`config.mk`:
```
export PLATFORM = sky130hd
export DESIGN_NAME = load_store_unit
export DESIGN_NICKNAME = d
export VERILOG_FILES = /design/src/rtl/riscv_pkg.sv /design/src/rtl/lsu_align.sv /design/src/rtl/load_store_unit.sv
export SDC_FILE = /design/constraint.sdc
export NUM_CORES = 1
export LEC_CHECK = 0
export CAP_MARGIN = 10
export CORE_ASPECT_RATIO = 1.1
export CORE_MARGIN = 8
export CORE_UTILIZATION = 48
export CTS_BUF_LIST = sky130_fd_sc_hd__clkbuf_8
export DETAILED_ROUTE_END_ITERATION = 7
export PLACE_DENSITY = 0.89
export SLEW_MARGIN = 20
export SYNTH_ARGS = -nofsm -noshare
export SYNTH_HDL_FRONTEND = slang
export SYNTH_HIERARCHICAL = 1
export SYNTH_SLANG_ARGS = --single-unit
```
`constraint.sdc`:
```
create_clock -name clk -period 4.65 [get_ports clk]
set_clock_uncertainty 0.05 [all_clocks]
set_input_delay 0.465 -clock clk [delete_from_list [all_inputs] [get_ports clk]]
set_output_delay 0.465 -clock clk [all_outputs]
set_load 0.01 [all_outputs]
```
`src/rtl/riscv_pkg.sv`:
```
// riscv_pkg -- types and constants shared between the main decoder and the
// data-side load/store unit.
//   mem_size_e      : funct3 encoding of the access size / extension.
//   LD_OPCODE/ST_OPCODE : major opcodes of loads and stores.
//   mem_legal()     : funct3/write combination is a defined access.
//   mem_misaligned(): address is not naturally aligned for the size.
package riscv_pkg;

    typedef enum logic [2:0] {
        MEM_B  = 3'b000,
        MEM_H  = 3'b001,
        MEM_W  = 3'b010,
        MEM_BU = 3'b100,
        MEM_HU = 3'b101
    } mem_size_e;

    localparam logic [6:0] LD_OPCODE = 7'b0000011;
    localparam logic [6:0] ST_OPCODE = 7'b0100011;

    // Unsigned sizes only exist for loads.
    function automatic logic mem_legal(input logic [2:0] f3, input logic write);
        case (f3)
            MEM_B, MEM_H, MEM_W: return 1'b1;
            MEM_BU, MEM_HU:      return !write;
            default:             return 1'b0;
        endcase
    endfunction

    // f3[1:0] carries the size for both signed and unsigned variants.
    function automatic logic mem_misaligned(input logic [2:0] f3, input logic [1:0] lo);
        case (f3[1:0])
            2'b01:   return lo[0];
            2'b10:   return lo != 2'b00;
            default: return 1'b0;
        endcase
    endfunction

endpackage

```
`src/rtl/lsu_align.sv`:
```
// lsu_align -- combinational data alignment for the load/store unit.
//   size      : access size/extension (funct3)
//   addr_lo   : byte offset within the word
//   wdata     : raw store data (rs2)
//   bus_rdata : raw word from the data bus
//   be        : byte enables for the bus
//   bus_wdata : store data replicated into every lane it may land in
//   load_data : load result shifted to bit 0 and sign/zero extended
module lsu_align
    import riscv_pkg::*;
(
    input  mem_size_e   size,
    input  logic [1:0]  addr_lo,
    input  logic [31:0] wdata,
    input  logic [31:0] bus_rdata,
    output logic [3:0]  be,
    output logic [31:0] bus_wdata,
    output logic [31:0] load_data
);

    logic [31:0] shifted;

    always_comb begin
        be        = 4'b1111;
        bus_wdata = wdata;
        shifted   = bus_rdata >> {addr_lo, 3'b000};
        load_data = shifted;

        case (size)
            MEM_B, MEM_BU: begin
                be        = 4'b0001 << addr_lo;
                bus_wdata = {4{wdata[7:0]}};
            end
            MEM_H, MEM_HU: begin
                be        = 4'b0011 << {addr_lo[1], 1'b0};
                bus_wdata = {2{wdata[15:0]}};
            end
            default: ;
        endcase

        case (size)
            MEM_B:   load_data = {{24{shifted[7]}}, shifted[7:0]};
            MEM_H:   load_data = {{16{shifted[15]}}, shifted[15:0]};
            MEM_BU:  load_data = {24'h0, shifted[7:0]};
            MEM_HU:  load_data = {16'h0, shifted[15:0]};
            default: ;
        endcase
    end

endmodule

```
`src/rtl/load_store_unit.sv`:
```
// load_store_unit -- data-side LSU between execute and the data bus.
// One aligned byte/half/word transaction per accepted request over a
// req/gnt/rvalid bus; misaligned, illegal and timed-out accesses are flagged.
//   clk, rst           : clock, async active-high reset
//   lsu_valid/ready    : request handshake from execute (ready only in IDLE)
//   mem_w              : {funct3, write} from the main decoder
//   addr, wdata        : byte address and store data
//   stall              : high while a transaction is in flight
//   lsu_done, err_*    : registered one-cycle completion / error pulses
//   rdata              : extended load data, holds until the next load
//   bus_*              : data bus master side
module load_store_unit
    import riscv_pkg::*;
#(
    parameter int TIMEOUT_CYC = 64
) (
    input  logic        clk,
    input  logic        rst,
    input  logic        lsu_valid,
    input  logic [3:0]  mem_w,
    input  logic [31:0] addr,
    input  logic [31:0] wdata,
    output logic        lsu_ready,
    output logic        stall,
    output logic        lsu_done,
    output logic [31:0] rdata,
    output logic        err_misalign,
    output logic        err_illegal,
    output logic        err_timeout,
    output logic        bus_req,
    output logic        bus_we,
    output logic [31:0] bus_addr,
    output logic [3:0]  bus_be,
    output logic [31:0] bus_wdata,
    input  logic        bus_gnt,
    input  logic        bus_rvalid,
    input  logic [31:0] bus_rdata
);

    localparam int CW = $clog2(TIMEOUT_CYC + 1);

    typedef enum logic [1:0] {IDLE, REQ, RESP} state_e;

    state_e      state, state_n;
    logic [CW-1:0] cnt;
    logic [31:0] addr_q, wdata_q;
    mem_size_e   size_q;
    logic        we_q;

    logic        accept, last_cyc, capture;
    logic        done_n, mis_n, ill_n, to_n;
    logic [3:0]  be;
    logic [31:0] wdata_rep, load_data;

    assign accept    = lsu_valid && (state == IDLE);
    // Leaving on this cycle makes bus_req high for exactly TIMEOUT_CYC cycles.
    assign last_cyc  = (cnt == CW'(TIMEOUT_CYC - 1));
    assign lsu_ready = (state == IDLE);
    assign stall     = (state != IDLE);

    lsu_align u_align (
        .size      (size_q),
        .addr_lo   (addr_q[1:0]),
        .wdata     (wdata_q),
        .bus_rdata (bus_rdata),
        .be        (be),
        .bus_wdata (wdata_rep),
        .load_data (load_data)
    );

    // Bus fields are only meaningful while requesting; zero otherwise so
    // they idle (and reset) at 0. bus_req falls with the async state reset.
    assign bus_req   = (state == REQ);
    assign bus_we    = bus_req && we_q;
    assign bus_addr  = bus_req ? {addr_q[31:2], 2'b00} : 32'h0;
    assign bus_be    = bus_req ? be : 4'h0;
    assign bus_wdata = bus_req ? wdata_rep : 32'h0;

    always_ff @(posedge clk or posedge rst) begin
        if (rst) state <= IDLE;
        else     state <= state_n;
    end

    always_comb begin
        state_n = state;
        done_n  = 1'b0;
        mis_n   = 1'b0;
        ill_n   = 1'b0;
        to_n    = 1'b0;
        capture = 1'b0;
        case (state)
            IDLE: begin
                if (accept) begin
                    if (!mem_legal(mem_w[3:1], mem_w[0])) begin
                        done_n = 1'b1;
                        ill_n  = 1'b1;
                    end else if (mem_misaligned(mem_w[3:1], addr[1:0])) begin
                        done_n = 1'b1;
                        mis_n  = 1'b1;
                    end else begin
                        state_n = REQ;
                    end
                end
            end
            REQ: begin
                // A completing grant wins over a coincident timeout.
                if (bus_gnt && (we_q || bus_rvalid)) begin
                    state_n = IDLE;
                    done_n  = 1'b1;
                    capture = !we_q;
                end else if (last_cyc) begin
                    state_n = IDLE;
                    done_n  = 1'b1;
                    to_n    = 1'b1;
                end else if (bus_gnt) begin
                    state_n = RESP;
                end
            end
            RESP: begin
                if (bus_rvalid) begin
                    state_n = IDLE;
                    done_n  = 1'b1;
                    capture = 1'b1;
                end else if (last_cyc) begin
                    state_n = IDLE;
                    done_n  = 1'b1;
                    to_n    = 1'b1;
                end
            end
            default: state_n = IDLE;
        endcase
    end

    always_ff @(posedge clk or posedge rst) begin
        if (rst) begin
            cnt          <= '0;
            addr_q       <= 32'h0;
            wdata_q      <= 32'h0;
            size_q       <= MEM_B;
            we_q         <= 1'b0;
            lsu_done     <= 1'b0;
            err_misalign <= 1'b0;
            err_illegal  <= 1'b0;
            err_timeout  <= 1'b0;
            rdata        <= 32'h0;
        end else begin
            lsu_done     <= done_n;
            err_misalign <= mis_n;
            err_illegal  <= ill_n;
            err_timeout  <= to_n;
            if (accept) begin
                cnt     <= '0;
                addr_q  <= addr;
                wdata_q <= wdata;
                size_q  <= mem_size_e'(mem_w[3:1]);
                we_q    <= mem_w[0];
            end else if (state != IDLE) begin
                cnt <= cnt + CW'(1);
            end
            if (capture) rdata <= load_data;
        end
    end

endmodule
```
# Yosys cells after proc, flatten, opt, wreduce, memory -nomap -nowiden
# Cells that the tools add are included.
[totals]
regBits = 113
inputBits = 105
out_inout_bits = 108
word_cells = 92
[classes]
addsub = 1
eq_ne = 17
shift = 3
muxes = 43
reduce_logical = 17
[op_table]
columns = ["cell", "n"]
rows = [
  ["$pmux W32 S4", 1],
  ["$mux W32", 2],
  ["$pmux W32 S2", 1],
  ["$shr A32 B5 Y32", 1],
  ["$mux W1", 21],
  ["$mux W2", 8],
  ["$mux W7", 2],
  ["$eq A3 B3 Y1 const B", 4],
  ["$pmux W1 S2", 4],
  ["$pmux W4 S2", 1],
  ["$add A7 B1 Y7 const B", 1],
  ["$eq A7 B6 Y1 const B", 1],
  ["$eq A3 B1 Y1 const B", 2],
  ["$logic_not A3 Y1", 2],
  ["$pmux W2 S3", 1],
  ["$reduce_bool A2 Y1", 3],
  ["$reduce_or A2 Y1", 3],
  ["$reduce_and A5 Y1", 1],
  ["$eq A2 B1 Y1 const B", 2],
  ["$eq A2 B2 Y1 const B", 2],
  ["$mux W4", 1],
  ["$ne A2 B1 Y1 const B", 2],
  ["$ne A4 B1 Y1 const B", 1],
  ["$shl A1 B2 Y4 const A", 1],
  ["10 further kinds", 13],
]

# Logic depth before layout (Yosys ltp)
# Gate-level depths: netlist (run 1).
[depth]
depth_word = 12
depth_mapped = 8
depth_no_buf = 7

# By module
# The synthesis (run 1) kept the hierarchy.
[modules_own_cells]
columns = ["module", "n_inst", "cells_each", "area_per_inst_um2", "seq_area_each_um2"]
rows = [
  ["load_store_unit", 1, 376, 4966.0, 2827.7],
  ["lsu_align", 1, 174, 1336.3, 0.0],
]

# Worst setup path after synthesis (run 1)
# Ideal clock, no wire load.
[synth_timing]
kind = "register -> output"
from = "reg size_q[1]"
to = "out bus_wdata[13]"
arrival_ns = 1.477
required_time_ns = 4.135
slack_ns = 2.658
stages_incl_launch_ff = 5
n_path_buf = 1
cell_sequence = "dfrtp_1 -> nor2_2 -> buf_2 -> mux2_2 -> and2_1"
[synth_via]
elab_chain_cells = 4
word_cells_on_any_way = 8
cone_classes = "3 x eq/ne; 2 x mux; 3 x reduce/logical"
[synth_rtl]
columns = ["item", "line_no", "text"]
rows = [
  ["from (decl)", "load_store_unit.sv:47", "mem_size_e size_q;"],
  ["from (signal assigned)", "load_store_unit.sv:155", "size_q <= mem_size_e'(mem_w[3:1]);"],
  ["$eq A3 B1 Y1, or another cell as far along", "lsu_align.sv:29", "case (size)"],
  ["$reduce_or A2 Y1", "lsu_align.sv:29", ""],
  ["$pmux W32 S2 *", "lsu_align.sv:29", ""],
  ["named net wdata_rep[13]", "load_store_unit.sv:53", "logic [31:0] wdata_rep, load_data;"],
  ["$mux W32 *", "load_store_unit.sv:77", "assign bus_wdata = bus_req ? wdata_rep : 32'h0;"],
  ["to (decl)", "load_store_unit.sv:34", "output logic [31:0] bus_wdata,"],
]
# Mark *: on every way through the listed nets, which the timed path passes. The rest lies on a longest branch.

# Final worst setup path (run 1)
[layout_timing]
from = "reg size_q[0]"
to = "out bus_wdata[14]"
# Same word-level chain as after synthesis.

==> flow_metrics.tcl, run 1 <==
set metrics [dict create \
    syn_avg_cell_area_sq_um 11.5 \
    viasPerCell 5.43 \
    boundaryPins 213 \
    synth-simple-area-share_pct 13.1 \
    switching_share_pct 36.6 \
    clk_latency_ps 420 \
    path_clk_slew_ps 60 \
    global_route.usage.met1_pct 21.4 \
    power.leakage_nw 3.69 \
    routed-via-count 4955 \
    layout_worst_path_cycle_share_pct 74.5 \
    antenna_cells 0 \
    cts.path.max_buffers 2 \
    slew_violations 0 \
    async_flop_share_pct 100 \
    cts_max_level 4 \
    timing.final.hold_violations 0 \
    crit_fanout 16 \
    hold-worst-slack_ps 444 \
    power_report.internal_total_mw 3.75 \
    timing_worst_setup_path_type "reg -> out" \
    layout-drive-gt1-share_pct 24.6 \
    arrival_ps 2950 \
    ff_latch_area_sq_um 2830 \
    gr-usage-all-layers_pct 20.7 \
    drt-wirelength-per-cell_um 19.4 \
    stdcell_area_sq_um 8750 \
    synth-adder-area-share_pct 1.59 \
    global_route.usage.met3_pct 8.87 \
    syn-cell-area_sq_um 6300 \
    timing.critical_path.required_ps 4140 \
    place.detailed.hpwl_um 13100 \
    io_buffer_count 210 \
    rsz0062_at_grt "no" \
    synth.area.mux_share_pct 26.0 \
    grt_first_pass_wirelength_um 28000 \
    worstHoldPathType "reg -> reg" \
    area_of_the_multi_input_gates_sq_um 3160 \
    power_switching_mw 2.16 \
    drt_wl_total_um 17700 \
    number_of_nets_with_antenna_violations_after_detailed_routing 0 \
    synth.top_cells.by_area "sky130_fd_sc_hd__dfrtp_1, sky130_fd_sc_hd__mux2_2, sky130_fd_sc_hd__and2_1" \
    power.density_nw_per_um2 676 \
    drc 0 \
    fp.dieH_um 136 \
    p_seq_share_pct 30.5 \
    drt_iter0_markers 460 \
    core_sq_um 13000 \
    synth-edff-count 0 \
    nFillCells 960 \
    post_synth_xor_area_fraction_pct 0 \
    place_area_sq_um 8360 \
    max-cap-violations 0 \
    timing.critical_path.slowest_stage_cell "sky130_fd_sc_hd__nor2_2" \
    grt_overflow_total 0 \
    timing.max_slew.rel_slack_pct 30.8 \
    grt.busiest_layer "met2" \
    place.gp.congestion 0.914 \
    synthDominantCellAreaShare_pct 44.9 \
    synth_sequential_area_ratio_pct 44.9 \
    final_net_count 853 \
    grt_use_met2_pct 37.1 \
    ctsResizeCount 0 \
    synth-warning-count 6 \
    fin_setup_tns_ps 0 \
    via_count_of_the_first_global_routing_pass 5259 \
    cp_cell_sequence "nor2_2 > mux2_2 > and2_1 > clkdlybuf4s50_1" \
    tightestPinTransition_ps 1040 \
    run_status "complete, no violations" \
    timing.critical_path.buf_inv 1 \
    post_synth_inst_count 550 \
    cts_buffers 17 \
    placement_rows 44 \
    ys_types 48 \
    postCtsSetupBuffers 0 \
    ir_drop_mv 0.296 \
    pin_count_of_the_biggest_net_entering_global_routing 85 \
    netlist.top_cell.by_area "sky130_fd_sc_hd__dfrtp_1" \
    cts_root_buf "sky130_fd_sc_hd__clkbuf_8" \
    max_freq_mhz 288 \
    combinational_family_with_the_most_area_after_synthesis "multiplexers" \
    final.min_clock_period_ps 3470 \
    cts_tree "yes" \
    syn2layout_area_growth_pct 38.8 \
    tritoncts_num_sinks 113 \
    critical_path.startpoint_type "flop" \
    power.combinational.fraction_pct 54.3 \
    setup_violations 0 \
    cp_top_family "simple AND/OR/NAND/NOR gates" \
    synth-compound-area-share_pct 9.23 \
    initial_utilization_pct 48.5 \
    grt_antenna_before_repair 0 \
    crit_path_max_incr_delay_ps 860 \
    drt_first_pass_iters 5 \
    pwr-share-clk_pct 15.1 \
    synth-seq-cells 113 \
    floorplan.die_area_sq_um 17100 \
    critPathCaptureType "primary output" \
    ctsHoldBuffers 0 \
    synthFlopType "sky130_fd_sc_hd__dfrtp_1" \
    die_x_um 125 \
]
-- kinds of logic (layout without fill, tap and decap cells) --
kind of cell             Yosys count  after routing
AO/OA/AOI/OAI                     72             72
adder cells (fa/ha/maj)            8              8
buffers and inverters             54            254
flip-flops                       113            113
multiplexers                     147            147
other                              1              2
AND/OR/NAND/NOR                  155            155
-- layout make-up --
class | instances | area share (%)
Tap cell | 161 | 2.30
Clock inverter | 9 | 1.04
Clock buffer | 21 | 3.30
Inverter | 10 | 0.486
Multi-Input combinational cell | 384 | 36.2
Sequential cell | 113 | 32.3
Timing Repair Buffer | 214 | 24.4
-- metal layers --
metal,share of wire [%],up-vias
met4,2.0,0
met3,9.6,27
li1,-,2278
met5,0,-
met1,37,2418
met2,51,232
-- stage by stage --
stage          utilization (%)  power [mW]  worst slack [ps]  instances
4_1_cts                   67.3        5.94              1180        912
6_report                  67.3        5.91              1180        912
2_1_floorplan                -        3.73              1150        551
3_3_place_gp              64.4        4.90              1740        882
3_5_place_dp              64.4        5.02              1670        882
5_1_grt                   67.3        6.25              1040        912
-- registers in the layout (all words and copies together) (netlist names) --
signal        flops
addr_q           32
rdata            32
wdata_q          32
cnt               7
size_q            3
state             2
err_illegal       1
err_misalign      1
err_timeout       1
lsu_done          1
we_q              1
-- final timing paths --
kind	from	end	slack (ps)	depth (start not counted)
min in group asynchronous	rst	addr_q[9]	520	2
max	size_q[0]	bus_wdata[14]	1180	4
max in group asynchronous	rst	rdata[15]	3130	3
max reg2reg	addr_q[0]	rdata[24]	2030	4
min	rdata[24]	rdata[24]	440	1
min reg2reg	rdata[24]	rdata[24]	440	1
-- worst register-to-register path, stage by stage, from the launching register on --
cell and delay, ps:
sky130_fd_sc_hd__dfrtp_1 800, sky130_fd_sc_hd__mux2_2 470, sky130_fd_sc_hd__a32oi_4 600, sky130_fd_sc_hd__o211ai_1 230, sky130_fd_sc_hd__mux2_1 350
-- power groups by stage --
| stage | logic (mW) | clock network, mW | registers [mW] |
|---|---|---|---|
| floorplan | 2.01 | 0 | 1.71 |
| global placement | 3.13 | 0 | 1.78 |
| detailed placement | 3.21 | 0 | 1.81 |
| CTS | 3.23 | 0.910 | 1.80 |
| global route | 3.44 | 0.954 | 1.86 |
| finish | 3.21 | 0.895 | 1.80 |
-- cell usage in the layout, fill, tap and decap left out, drive strengths merged, types with 7 or more instances in the layout --
cell type	count
inv	13
o211ai	17
mux2i	15
a21oi	10
dfrtp	113
and2	67
nor2	25
nand2	46
clkdlybuf4s50	210
mux2	132
clkbuf	21
o21ai	26
ha	8
a221oi	7
-- synth_stat cells (2+ instances only) --
cell,count
sky130_fd_sc_hd__and3b_1,2
sky130_fd_sc_hd__o211ai_1,8
sky130_fd_sc_hd__nand2_1,46
sky130_fd_sc_hd__o211ai_2,9
sky130_fd_sc_hd__and2_1,67
sky130_fd_sc_hd__clkbuf_1,11
sky130_fd_sc_hd__a21oi_4,2
sky130_fd_sc_hd__buf_2,11
sky130_fd_sc_hd__ha_1,8
sky130_fd_sc_hd__mux2_2,127
sky130_fd_sc_hd__mux2_1,4
sky130_fd_sc_hd__buf_4,16
sky130_fd_sc_hd__mux2i_1,15
sky130_fd_sc_hd__a21o_1,2
sky130_fd_sc_hd__a21oi_1,7
sky130_fd_sc_hd__buf_6,5
sky130_fd_sc_hd__nor2b_1,3
sky130_fd_sc_hd__o21bai_1,2
sky130_fd_sc_hd__dfrtp_1,113
sky130_fd_sc_hd__o31ai_1,2
sky130_fd_sc_hd__a221oi_1,6
sky130_fd_sc_hd__inv_1,10
sky130_fd_sc_hd__nand3_1,2
sky130_fd_sc_hd__o21ai_0,25
sky130_fd_sc_hd__nand2b_1,2
sky130_fd_sc_hd__nor2_1,23
Note: power is estimated with default switching activity, not from simulation.
==> run 2: changes to the inputs <==
==> constraint.sdc (replaced) <==
create_clock -name clk -period 3.2 [get_ports clk]
set_clock_uncertainty 0.05 [all_clocks]
set_input_delay 0.32 -clock clk [delete_from_list [all_inputs] [get_ports clk]]
set_output_delay 0.32 -clock clk [all_outputs]
set_load 0.01 [all_outputs]
==> run 2 against run 1 <==
  * Global-route usage hardly changed
  * Final area increased by 1.4%
  * Sequential power is 39% higher
  * Largest cell class unchanged
  * Via count is the same
  * Sequential cell count stayed put
  * Register-to-register slack worse by 1200 ps
  * Total power grew 48%
  * Critical endpoint is now bus_wdata[12]
==> flow_metrics.tcl, run 2 (synthesis results as in run 1) <==
set metrics [dict create \
    layout.core_utilization_pct 68.3 \
    reg2reg_to "wdata_q[17]" \
    floorplan.die_area_sq_um 17100 \
    syn2layout_area_growth_pct 40.8 \
    tightestPinTransition_ps 953 \
    ir_drop_mv 0.501 \
    max-cap-violations 0 \
    r2r.worst_path.cells 4 \
    path_clk_slew_ps 60 \
    final_net_count 859 \
    timing.critical_path.slowest_stage_cell "sky130_fd_sc_hd__clkdlybuf4s50_1" \
    power.leakage_nw 3.74 \
    placement.setup.worst_slack_ps 838 \
    viasPerCell 5.39 \
    ctsHoldBuffers 0 \
    run_status "complete, no violations" \
    clk_latency_ps 410 \
    stdcell_area_sq_um 8870 \
    setup_violations 0 \
    routed-via-count 4955 \
    layout_worst_path_cycle_share_pct 82.9 \
    rsz0062_at_grt "no" \
    cts_tree "yes" \
    regToRegSetupSlack_ps 880 \
    top_regs "addr_q: 32 flops, rdata: 32 flops, wdata_q: 32 flops" \
    mostFrequentLayoutCell "sky130_fd_sc_hd__clkdlybuf4s50_1" \
    drc 0 \
    crit_fanout 9 \
    place.gp.congestion 0.839 \
    boundaryPins 213 \
    grt_overflow_total 0 \
    tritoncts_num_sinks 113 \
    cts.path.max_buffers 2 \
    place_area_sq_um 8440 \
    critPathCaptureType "primary output" \
    setup_slack_ps 548 \
    drt_iter0_markers 301 \
    final-instance-count-excl-fill 920 \
    antenna_cells 0 \
    core_sq_um 13000 \
    arrival_ps 2280 \
    die_x_um 125 \
    timing.max_slew.rel_slack_pct 36.4 \
    worstHoldPathType "in -> async" \
    power_mw 8.77 \
    final.min_clock_period_ps 2650 \
    nFillCells 956 \
    via_count_of_the_first_global_routing_pass 5221 \
    pin_count_of_the_biggest_net_entering_global_routing 75 \
    layout-drive-gt1-share_pct 25.7 \
    r2r-start "state[1]" \
    timing_worst_setup_path_type "reg -> out" \
    postCtsSetupBuffers 0 \
    cp_top_family "simple AND/OR/NAND/NOR gates" \
    gr-usage-all-layers_pct 20.7 \
    initial_utilization_pct 48.5 \
    timing.final.hold_violations 0 \
    grt_antenna_before_repair 0 \
    number_of_nets_with_antenna_violations_after_detailed_routing 0 \
    hold-worst-slack_ps 312 \
    max_freq_mhz 377 \
    place.detailed.hpwl_um 13200 \
    crit_start "size_q[1]" \
    timing.critical_path.buf_inv 1 \
    drt-wirelength-per-cell_um 19.0 \
    grt_first_pass_wirelength_um 28000 \
    cts_max_level 4 \
    cts_root_buf "sky130_fd_sc_hd__clkbuf_8" \
    fin_setup_tns_ps 0 \
    cts_buffers 17 \
    most-common-layout-cells "sky130_fd_sc_hd__clkdlybuf4s50_1, sky130_fd_sc_hd__mux2_2, sky130_fd_sc_hd__dfrtp_1, sky130_fd_sc_hd__and2_1, sky130_fd_sc_hd__nand2_1" \
    cp_cell_sequence "nor2_2 > mux2_2 > and2_1 > clkdlybuf4s50_1" \
    drt_wl_total_um 17400 \
    crit_path_max_incr_delay_ps 480 \
    placement_rows 44 \
    drt_first_pass_iters 7 \
    io_buffer_count 210 \
    ctsResizeCount 0 \
    fp.dieH_um 136 \
    critical_path.startpoint_type "flop" \
    placed_cells 888 \
    slew_violations 0 \
    power.density_nw_per_um2 988 \
    timing.critical_path.required_ps 2830 \
]
==> run 2: power breakdown <==
group	switching [mW]	internal (mW)
Sequential	0.421	2.08
Clock	0.567	0.902
Combinational	2.14	2.66
==> run 2: metal layers <==
metal  up-vias  GRT usage [%]  routed length, um
met1      2419           22.9               6770
met2       213           35.7               8870
met4         0           8.19                358
met5         -              0                  0
met3        25           7.57               1450
li1       2298              -                  -
==> run 2: worst max path at each step <==
stage	slack (ps)	end	depth (start not counted)
floorplan	1350	bus_wdata[13]	4
global placement	890	rdata[16]	5
detailed placement	840	rdata[16]	5
CTS	500	bus_wdata[12]	4
global route	380	bus_wdata[13]	4
finish	550	bus_wdata[12]	4
==> run 2: layout make-up <==
class	count	area, sq um	area share [%]
multi-input combinational	384	3160	35.6
sequential	113	2830	31.9
timing repair buffer	220	2200	24.8
clock buffer	20	275	3.10
tap	161	201	2.27
clock inverter	12	163	1.83
inverter	10	41.3	0.465
==> run 3: changes to the inputs <==
--- a/config.mk
+++ b/config.mk
@@ -8,10 +8,10 @@
 export CAP_MARGIN = 10
 export CORE_ASPECT_RATIO = 1.1
 export CORE_MARGIN = 8
-export CORE_UTILIZATION = 48
+export CORE_UTILIZATION = 43
 export CTS_BUF_LIST = sky130_fd_sc_hd__clkbuf_8
 export DETAILED_ROUTE_END_ITERATION = 7
-export PLACE_DENSITY = 0.89
+export PLACE_DENSITY = 0.84
 export SLEW_MARGIN = 20
 export SYNTH_ARGS = -nofsm -noshare
 export SYNTH_HDL_FRONTEND = slang
==> constraint.sdc (replaced) <==
create_clock -name clk -period 2.2 [get_ports clk]
set_clock_uncertainty 0.05 [all_clocks]
set_input_delay 0.22 -clock clk [delete_from_list [all_inputs] [get_ports clk]]
set_output_delay 0.22 -clock clk [all_outputs]
set_load 0.01 [all_outputs]
==> run 3 against run 2 <==
  * Sequential power up 48%
  * Clock-buffer cell count did not move
  * Total power up 50%
  * First-iteration DRC count shrank 7.3%
  * Utilization decreased by 4.6 points
  * Via count increased by 2.9%
  * Non-clock buffer count grew 26
  * Sequential share of layout area down 0.98 points
  * Combinational power rose by 54%
  * Register-to-register slack worse by 670 ps
  * Clock power up 38%
  * Setup slack worse by 490 ps
  * Critical endpoint is now bus_wdata[8]
  * Largest cell class unchanged
==> flow_metrics.tcl, run 3 (synthesis results as in run 1) <==
set metrics [dict create \
    run_status "complete, no violations" \
    max_freq_mhz 468 \
    clk_latency_ps 430 \
    top_regs "addr_q: 32 flops, rdata: 32 flops, wdata_q: 32 flops" \
    core_sq_um 14400 \
    most-common-layout-cells "sky130_fd_sc_hd__clkdlybuf4s50_1, sky130_fd_sc_hd__mux2_2, sky130_fd_sc_hd__dfrtp_1, sky130_fd_sc_hd__and2_1, sky130_fd_sc_hd__dlygate4sd2_1" \
    final-instance-count-excl-fill 977 \
    io_buffer_count 210 \
    setup_violations 0 \
    timing.critical_path.required_ps 1930 \
    drt_wl_total_um 18800 \
    grt_use_met2_pct 35.5 \
    layout_worst_path_cycle_share_pct 97.2 \
    antenna_cells 0 \
    ir_drop_mv 0.626 \
    timing_worst_setup_path_type "reg -> out" \
    ff_latch_area_sq_um 2830 \
    grt_antenna_before_repair 0 \
    cts_max_level 4 \
    timing.final.hold_violations 0 \
    place.gp.congestion 0.863 \
    critPathCaptureType "primary output" \
    nFillCells 1142 \
    slew_violations 0 \
    setup_slack_ps 61.5 \
    tritoncts_num_sinks 113 \
    crit_fanout 4 \
    drt_first_pass_iters 4 \
    grt_overflow_total 0 \
    critical_path.startpoint_type "flop" \
    gr-usage-all-layers_pct 20.4 \
    initial_utilization_pct 43.8 \
    drt_iter0_markers 279 \
    tightestPinTransition_ps 674 \
    floorplan.die_area_sq_um 18800 \
    reg2reg_to "rdata[26]" \
    final_net_count 885 \
    regToRegSetupSlack_ps 210 \
    cts.path.max_buffers 2 \
    boundaryPins 213 \
    pin_count_of_the_biggest_net_entering_global_routing 114 \
    fp.dieH_um 143 \
    area_of_the_multi_input_gates_sq_um 3220 \
    final.min_clock_period_ps 2140 \
    layout-drive-gt1-share_pct 31.6 \
    placement_rows 46 \
    arrival_ps 1870 \
    number_of_nets_with_antenna_violations_after_detailed_routing 0 \
    die_x_um 131 \
    power.leakage_nw 4.15 \
    timing.max_slew.rel_slack_pct 55.0 \
    ctsHoldBuffers 0 \
    via_count_of_the_first_global_routing_pass 5562 \
    cts_root_buf "sky130_fd_sc_hd__clkbuf_8" \
    grt_first_pass_wirelength_um 30300 \
    worstHoldPathType "in -> async" \
    place.detailed.hpwl_um 13600 \
    path_clk_slew_ps 70 \
    max-cap-violations 0 \
    r2r-start "state[1]" \
    drc 0 \
    cts_buffers 17 \
    syn2layout_area_growth_pct 45.4 \
    rsz0062_at_grt "yes" \
    routed-via-count 5098 \
    drt-wirelength-per-cell_um 19.2 \
    mostFrequentLayoutCell "sky130_fd_sc_hd__clkdlybuf4s50_1" \
    placement.setup.worst_slack_ps 36.9 \
    viasPerCell 5.22 \
    r2r.worst_path.cells 7 \
    global_route.usage.met1_pct 21.8 \
    power.density_nw_per_um2 1430 \
    cts_tree "yes" \
    placed_cells 933 \
    fin_setup_tns_ps 0 \
    grt.busiest_layer "met2" \
    global_route.usage.met3_pct 7.45 \
]
-- run 3: worst max path at each step --
| stage | slack, ps | cells past startpoint | end | from |
|---|---|---|---|---|
| floorplan | 360 | 6 | rdata[10] | state[1] |
| global placement | 80 | 7 | state[1] | mem_w[1] |
| detailed placement | 40 | 7 | state[0] | mem_w[2] |
| CTS | -100 | 4 | lsu_ready | state[0] |
| global route | -20 | 7 | bus_wdata[8] | size_q[0] |
| finish | 60 | 7 | bus_wdata[8] | size_q[0] |
-- run 3: metrics by stage --
stage | util [%] | hold slack, ps | power (mW) | instance area, sq um
after CTS | 63.0 | 279 | 13.0 | 9070
final | 63.7 | 220 | 13.1 | 9160
after global placement | 59.8 | 418 | 10.7 | 8600
after detailed placement | 59.8 | 436 | 11.0 | 8600
after global routing | 63.7 | 309 | 14.0 | 9160
after floorplan | - | 320 | 7.87 | 6310
-- run 3: worst max-delay path, cell delays in order (launching register included) --
cell,delay [ps]
sky130_fd_sc_hd__dfrtp_2,450
sky130_fd_sc_hd__nor2_2,130
sky130_fd_sc_hd__buf_6,120
sky130_fd_sc_hd__buf_6,90
sky130_fd_sc_hd__buf_6,90
sky130_fd_sc_hd__mux2_4,290
sky130_fd_sc_hd__and2_4,150
sky130_fd_sc_hd__buf_6,120
-- run 3: layout make-up --
| class | count | area share (%) |
|---|---|---|
| clock inverters | 12 | 1.52 |
| inverters | 10 | 0.451 |
| well taps | 192 | 2.62 |
| clock buffers | 20 | 3.00 |
| repair buffers | 246 | 26.4 |
| flip-flops and latches | 113 | 30.9 |
| multi-input cells | 384 | 35.2 |
-- run 3: repair_timing --
action                     4_1_cts  5_1_grt
buffers inserted                 6        4
hold endpoints to repair         0        0
pin swaps                        1        1
setup endpoints to repair       70       24
cloned                           2        0
resized for setup              110       41
-- run 3: report_power, final --
part	internal, mW	switching, mW	leakage, nW
clock network	1.19	0.835	0.215
registers	3.04	0.684	1.38
logic	4.08	3.31	2.55
-- run 3: layer usage --
| layer | part of all wire (%) | vias to the layer above |
|---|---|---|
| li1 | - | 2339 |
| met1 | 39 | 2508 |
| met2 | 50 | 217 |
| met3 | 8.4 | 34 |
| met4 | 2.7 | 0 |
| met5 | 0 | - |
